`src/rtl/writer_pkg.sv`:
```
// Shared types and register map for the sprite display register writer.
// Request record, drain FSM states and display register addresses.
package writer_pkg;

    typedef struct packed {
        logic [8:0]  addr;
        logic [31:0] data;
    } wr_req_t;

    typedef enum logic [0:0] {
        IDLE  = 1'b0,
        DRAIN = 1'b1
    } state_t;

    localparam logic [8:0] DINO_X     = 9'd0;
    localparam logic [8:0] DINO_Y     = 9'd1;
    localparam logic [8:0] CACTUS_X   = 9'd2;
    localparam logic [8:0] CACTUS_Y   = 9'd3;
    localparam logic [8:0] PTERO_X    = 9'd4;
    localparam logic [8:0] PTERO_Y    = 9'd5;
    localparam logic [8:0] METEOR_X   = 9'd6;
    localparam logic [8:0] METEOR_Y   = 9'd7;
    localparam logic [8:0] GODZILLA_X = 9'd8;
    localparam logic [8:0] GODZILLA_Y = 9'd9;
    localparam logic [8:0] SCORE      = 9'd10;
    localparam logic [8:0] SCORE_X    = 9'd11;
    localparam logic [8:0] SCORE_Y    = 9'd12;

endpackage

```
`src/rtl/writer_fifo.sv`:
```
// First-word-fall-through request FIFO; head is visible combinationally, push/pop take effect at the edge.
// Push while full and pop while empty are ignored; the caller gates them with full/empty.
module writer_fifo
    import writer_pkg::*;
#(
    parameter int DEPTH = 16
) (
    input  logic                      clk,
    input  logic                      reset,
    input  logic                      push,
    input  wr_req_t                   push_dat,
    input  logic                      pop,
    output wr_req_t                   pop_dat,
    output logic                      full,
    output logic                      empty,
    output logic [$clog2(DEPTH):0]    count
);

    localparam int AW = $clog2(DEPTH);

    // Extra pointer bit separates the full and empty cases when indices match.
    logic [AW:0] wr_ptr;
    logic [AW:0] rd_ptr;
    wr_req_t     mem [DEPTH];
    logic        do_push;
    logic        do_pop;

    assign empty   = (wr_ptr == rd_ptr);
    assign full    = (wr_ptr[AW-1:0] == rd_ptr[AW-1:0]) && (wr_ptr[AW] != rd_ptr[AW]);
    assign count   = wr_ptr - rd_ptr;
    assign do_push = push && !full;
    assign do_pop  = pop && !empty;
    assign pop_dat = mem[rd_ptr[AW-1:0]];

    always_ff @(posedge clk or posedge reset) begin
        if (reset) begin
            wr_ptr <= '0;
            rd_ptr <= '0;
        end else begin
            if (do_push) wr_ptr <= wr_ptr + 1'b1;
            if (do_pop)  rd_ptr <= rd_ptr + 1'b1;
        end
    end

    always_ff @(posedge clk) begin
        if (do_push) mem[wr_ptr[AW-1:0]] <= push_dat;
    end

endmodule

```
`src/rtl/vga_reg_writer.sv`:
```
// Buffers sprite/score register updates and issues them as one-cycle writes on the display register bus.
// WRITER_BLANK_GATE_EN: drain only from vsync start, capped per frame, with sticky backlog; otherwise drain continuously.
module vga_reg_writer
    import writer_pkg::*;
#(
    parameter int DEPTH         = 16,
    parameter int MAX_PER_FRAME = 16
) (
    input  logic                        clk,
    input  logic                        reset,
    input  logic                        req_valid,
    output logic                        req_ready,
    input  logic [8:0]                  req_addr,
    input  logic [31:0]                 req_data,
    input  logic                        vga_vs,
    output logic                        chipselect,
    output logic                        write,
    output logic [8:0]                  address,
    output logic [31:0]                 writedata,
    output logic [$clog2(DEPTH+1)-1:0]  pending,
    output logic                        backlog,
    input  logic                        clear_backlog
);

    localparam int PW = $clog2(DEPTH + 1);

    wr_req_t head;
    wr_req_t push_req;
    logic    fifo_full;
    logic    fifo_empty;
    logic    fifo_push;
    logic    pop;

    assign push_req  = '{addr: req_addr, data: req_data};
    assign req_ready = !fifo_full;
    assign fifo_push = req_valid && req_ready;

    writer_fifo #(.DEPTH(DEPTH)) u_fifo (
        .clk      (clk),
        .reset    (reset),
        .push     (fifo_push),
        .push_dat (push_req),
        .pop      (pop),
        .pop_dat  (head),
        .full     (fifo_full),
        .empty    (fifo_empty),
        .count    (pending)
    );

`ifdef WRITER_BLANK_GATE_EN
    localparam int CW = $clog2(MAX_PER_FRAME + 1);

    state_t        state;
    state_t        nxt_state;
    logic [CW-1:0] cnt;
    logic [CW-1:0] nxt_cnt;
    logic          vs_q;
    logic          vs_edge;
    logic          empty_after;
    logic          set_backlog;

    assign vs_edge = vs_q && !vga_vs;
    // A pop with no simultaneous push drains the last entry.
    assign empty_after = (pending == PW'(1)) && !fifo_push;

    always_comb begin
        pop         = 1'b0;
        nxt_state   = state;
        nxt_cnt     = cnt;
        set_backlog = 1'b0;
        case (state)
            IDLE: begin
                if (vs_edge && !fifo_empty) begin
                    pop     = 1'b1;
                    nxt_cnt = CW'(1);
                end
            end
            DRAIN: begin
                if (!fifo_empty) begin
                    pop     = 1'b1;
                    nxt_cnt = cnt + 1'b1;
                end else begin
                    nxt_state = IDLE;
                end
            end
            default: nxt_state = IDLE;
        endcase
        if (pop) begin
            if (empty_after) begin
                nxt_state = IDLE;
            end else if (nxt_cnt == CW'(MAX_PER_FRAME)) begin
                nxt_state   = IDLE;
                set_backlog = 1'b1;
            end else begin
                nxt_state = DRAIN;
            end
        end
    end

    always_ff @(posedge clk or posedge reset) begin
        if (reset) begin
            state   <= IDLE;
            cnt     <= '0;
            vs_q    <= 1'b1;
            backlog <= 1'b0;
        end else begin
            state <= nxt_state;
            cnt   <= nxt_cnt;
            vs_q  <= vga_vs;
            if (set_backlog)
                backlog <= 1'b1;
            else if (clear_backlog)
                backlog <= 1'b0;
        end
    end
`else
    localparam logic [31:0] MPF_VEC = 32'(MAX_PER_FRAME);

    logic unused_cfg;

    assign unused_cfg = ^{vga_vs, clear_backlog, MPF_VEC};
    assign pop        = !fifo_empty;
    assign backlog    = 1'b0;
`endif

    always_ff @(posedge clk or posedge reset) begin
        if (reset) begin
            chipselect <= 1'b0;
            address    <= '0;
            writedata  <= '0;
        end else begin
            chipselect <= pop;
            if (pop) begin
                address   <= head.addr;
                writedata <= head.data;
            end
        end
    end

    assign write = chipselect;

endmodule

```
`config.mk`:
```
export PLATFORM = sky130hd
export DESIGN_NAME = vga_reg_writer
export DESIGN_NICKNAME = d
export VERILOG_FILES = /design/src/rtl/writer_pkg.sv /design/src/rtl/writer_fifo.sv /design/src/rtl/vga_reg_writer.sv
export SDC_FILE = /design/constraint.sdc
export NUM_CORES = 1
export LEC_CHECK = 0
export ABC_AREA = 1
export CORE_AREA = 2 2 288 290
export CTS_BUF_LIST = sky130_fd_sc_hd__clkbuf_16
export CTS_CLUSTER_DIAMETER = 60
export DETAILED_ROUTE_END_ITERATION = 10
export DIE_AREA = 0 0 290 292
export GPL_ROUTABILITY_DRIVEN = 1
export PLACE_DENSITY = 0.52
export SLEW_MARGIN = 20
export SYNTH_ARGS = -nofsm -noshare
export SYNTH_HDL_FRONTEND = slang
export SYNTH_SLANG_ARGS = --single-unit
```
`constraint.sdc`:
```
create_clock -name clk -period 5 [get_ports clk]
set_clock_uncertainty 0.05 [all_clocks]
set_input_delay 0.5 -clock clk [delete_from_list [all_inputs] [get_ports clk]]
set_output_delay 0.5 -clock clk [all_outputs]
set_load 0.01 [all_outputs]
```
==> metrics.txt <==
hold buffer count at cts=0; fmax=242.6 MHz; WL final=71840 microns; leading area contributor after synthesis=edfxtp_1; Distinct cells, synth=24; synthesized area=0.02838 sq mm; dpl ws=1.274 ns; initial antenna violation count=2; max cap viols=0; GR Util All Layers=17.06%; Ports=96; sequential element share of the synthesized area=73.99%; H-tree levels=3; Initial Util=34.79%; Post CTS Setup Buffer Count=0; vias in the first global route=17550; DP Wirelength=35680 microns; clock share of power=26.3%; cts bufs inserted=75; gr ovfl total=0; CTS tree=yes; DR vias=17780; first-pass GRT wire length=109000 microns; vias per cell=4.919; Layout Nets=2540; Comb pwr share=34.0%; main area contributors after synthesis=edfxtp_1 69%, nand2_1 13%, nand3_1 6.6%, dfrtp_1 4.6%, buf_2 1.6%; sequential power share=39.7%; number of buffers added on ports=92; met2 Use GR=28.86%; Core Area=0.08158 sq mm; P_leak=12.09 nW; Crit. End Element=output pin; Worst-Margin Slew=1.083 ns; clock latency on the worst-skew pair=0.61 ns; pin count of the biggest net entering global routing=241; # clock sinks=708; arrival time worst endpoint=3.57 ns; worst hold path class=primary input to async pin; Die Ht=292 microns; initial DRC count=1463; DRC viols=0; Slew headroom=27.81%; critical path fanouts, max=53; top cell type's share of synthesized area=69.41%; clock slew at reported path FFs=0.06 ns; post-synthesis to final-layout area growth=15.36%; minimum clock period=4.123 ns; Gates resized, CTS repair=0; Routed Antenna Nets=0; Yosys Warn Count=0; net switching share of the total power=36.97%; Setup violations, final=0; Post-Syn Instances=2415; Final Max Slew Viols=0; GPL Wtd Cong=0.7481; Pre-antenna DRT Iters=5; Avg Synthesized Cell Area=11.75 sq um; final worst setup slack=0.8773 ns; post-synth net total=2471; Int Power=12.23 mW; Top Usage Layer GRT=met2; final worst path period share=82.45%; M3 GR Usage=2.626%; Rows=105; clock buffer depth=3; die area=0.08468 sq mm; outcome=completed; final hold violations=0; worst vdd ir=0.0005751 V; Setup TNS=0 ns; M1 GR Usage=22.59%; synthesized flop and latch total=708; RSZ-0062 raised after global routing=no; fillers=7547; Worst Path Required=4.45 ns; Root Driver=clkbuf_16; DR WL/cell=19.88 microns; CP Launch Type=flop; Setup Crit Path Kind=flop to output pin; Die X=290 microns; sw power=7.177 mW; layout cell share with drive strength beyond 1=6.410%; Pwr Density=592.9 mW/mm^2
==> worst max-delay path, cell delays in order (launching register included) <==
cell and delay [ns]:
dfrtp_4 0.94, clkinv_2 0.15, buf_4 0.37, fa_1 0.54, nand3_1 0.11, nand2_1 0.07, xor2_1 0.20, clkdlybuf4s50_1 0.58
==> power groups by stage <==
stage / clock network, mW / logic [mW] / registers, mW
global placement: 0 / 6.65 / 7.81
CTS: 5.22 / 6.72 / 7.71
floorplan: 0 / 4.26 / 7.73
finish: 5.10 / 6.60 / 7.71
detailed placement: 0 / 6.69 / 7.83
global route: 5.44 / 7.41 / 7.78
==> synth_stat cells <==
library cell	n
fa_1	1
nand2_2	1
buf_4	27
nor2_4	1
inv_1	11
buf_2	89
conb_1	1
nand3_1	376
buf_1	10
xnor2_1	1
dfrtp_1	52
nor2_2	1
o21ai_0	3
buf_6	1
nor2_1	58
ha_1	9
inv_2	2
nand2_1	1003
edfxtp_1	656
xor2_1	11
a21oi_1	84
inv_4	1
nand3b_1	1
clkbuf_1	15
==> cell type report <==
cell class	count	area [sq um]	area share, %
inverter	14	65.06	0.1987
clock buffer	77	1927	5.885
antenna	1	2.502	0.007643
timing repair buffer	134	1381	4.219
clock inverter	59	317.8	0.9707
sequential	708	21010	64.18
multi-input combinational	1551	6695	20.45
tap	1070	1339	4.089
==> state kept, by name (all words and copies together) (netlist names) <==
register / cells
u_fifo.mem: 656
u_fifo.wr_ptr: 5
chipselect: 1
address: 9
u_fifo.rd_ptr: 5
writedata: 32
==> per-stage QoR <==
step | hold WS, ns | utilization (%) | std cells | area (sq um) | total power, mW
after floorplan | 0.4482 | - | 2415 | 28380 | 11.99
after detailed placement | 0.4161 | 37.34 | 3476 | 30460 | 14.51
after global placement | 0.4165 | 37.34 | 3476 | 30460 | 14.45
after CTS | 0.1377 | 40.09 | 3612 | 32710 | 19.65
final | 0.1354 | 40.13 | 3614 | 32740 | 19.41
after global routing | 0.1729 | 40.13 | 3614 | 32740 | 20.63
==> layout by cell type (no fill, tap or decap), drive strengths merged, types with 2 or more instances in the layout <==
| master | count |
|---|---|
| ha | 9 |
| edfxtp | 656 |
| buf | 42 |
| bufinv | 2 |
| nand3 | 376 |
| inv | 38 |
| dfrtp | 52 |
| a21oi | 84 |
| o21ai | 3 |
| clkinv | 32 |
| clkdlybuf4s50 | 92 |
| nor2 | 60 |
| nand2 | 1004 |
| clkbuf | 77 |
| xor2 | 11 |
==> routing by layer <==
| metal | vias up | wire (microns) |
|---|---|---|
| met5 | - | 10 |
| met4 | 2 | 1500 |
| met3 | 94 | 3716 |
| met2 | 462 | 34590 |
| met1 | 8758 | 32020 |
| li1 | 8460 | - |
==> final timing paths <==
kind	slack (ns)	endpoint	from	depth (start not counted)
max	0.88	pending[4]	u_fifo.rd_ptr[1]$_DFFE_PP0N_	7
min	0.14	address[7]$_DFFE_PP0N_	reset	2
max reg2reg	1.32	u_fifo.mem[13][26]$_DFFE_PP_	u_fifo.rd_ptr[1]$_DFFE_PP0N_	10
min reg2reg	0.43	writedata[20]$_DFFE_PP0N_	writedata[20]$_DFFE_PP0N_	2
max in group asynchronous	3.76	u_fifo.rd_ptr[0]$_DFFE_PP0N_	reset	3
min in group clk	0.43	writedata[20]$_DFFE_PP0N_	writedata[20]$_DFFE_PP0N_	2
==> logic make-up after synthesis <==
kind of cell               Yosys count  synth area share (%)
and+or+nand+nor                   1441                 20.77
DFF                                708                 73.99
buffers and inverters              156                 2.848
AOI/OAI and AO/OA                   87                 1.534
xor gates and xnor gates            12                0.3703
adders and majority gates           10                0.4673
other                                1               0.01321
Note: power is estimated with default switching activity, not from simulation.
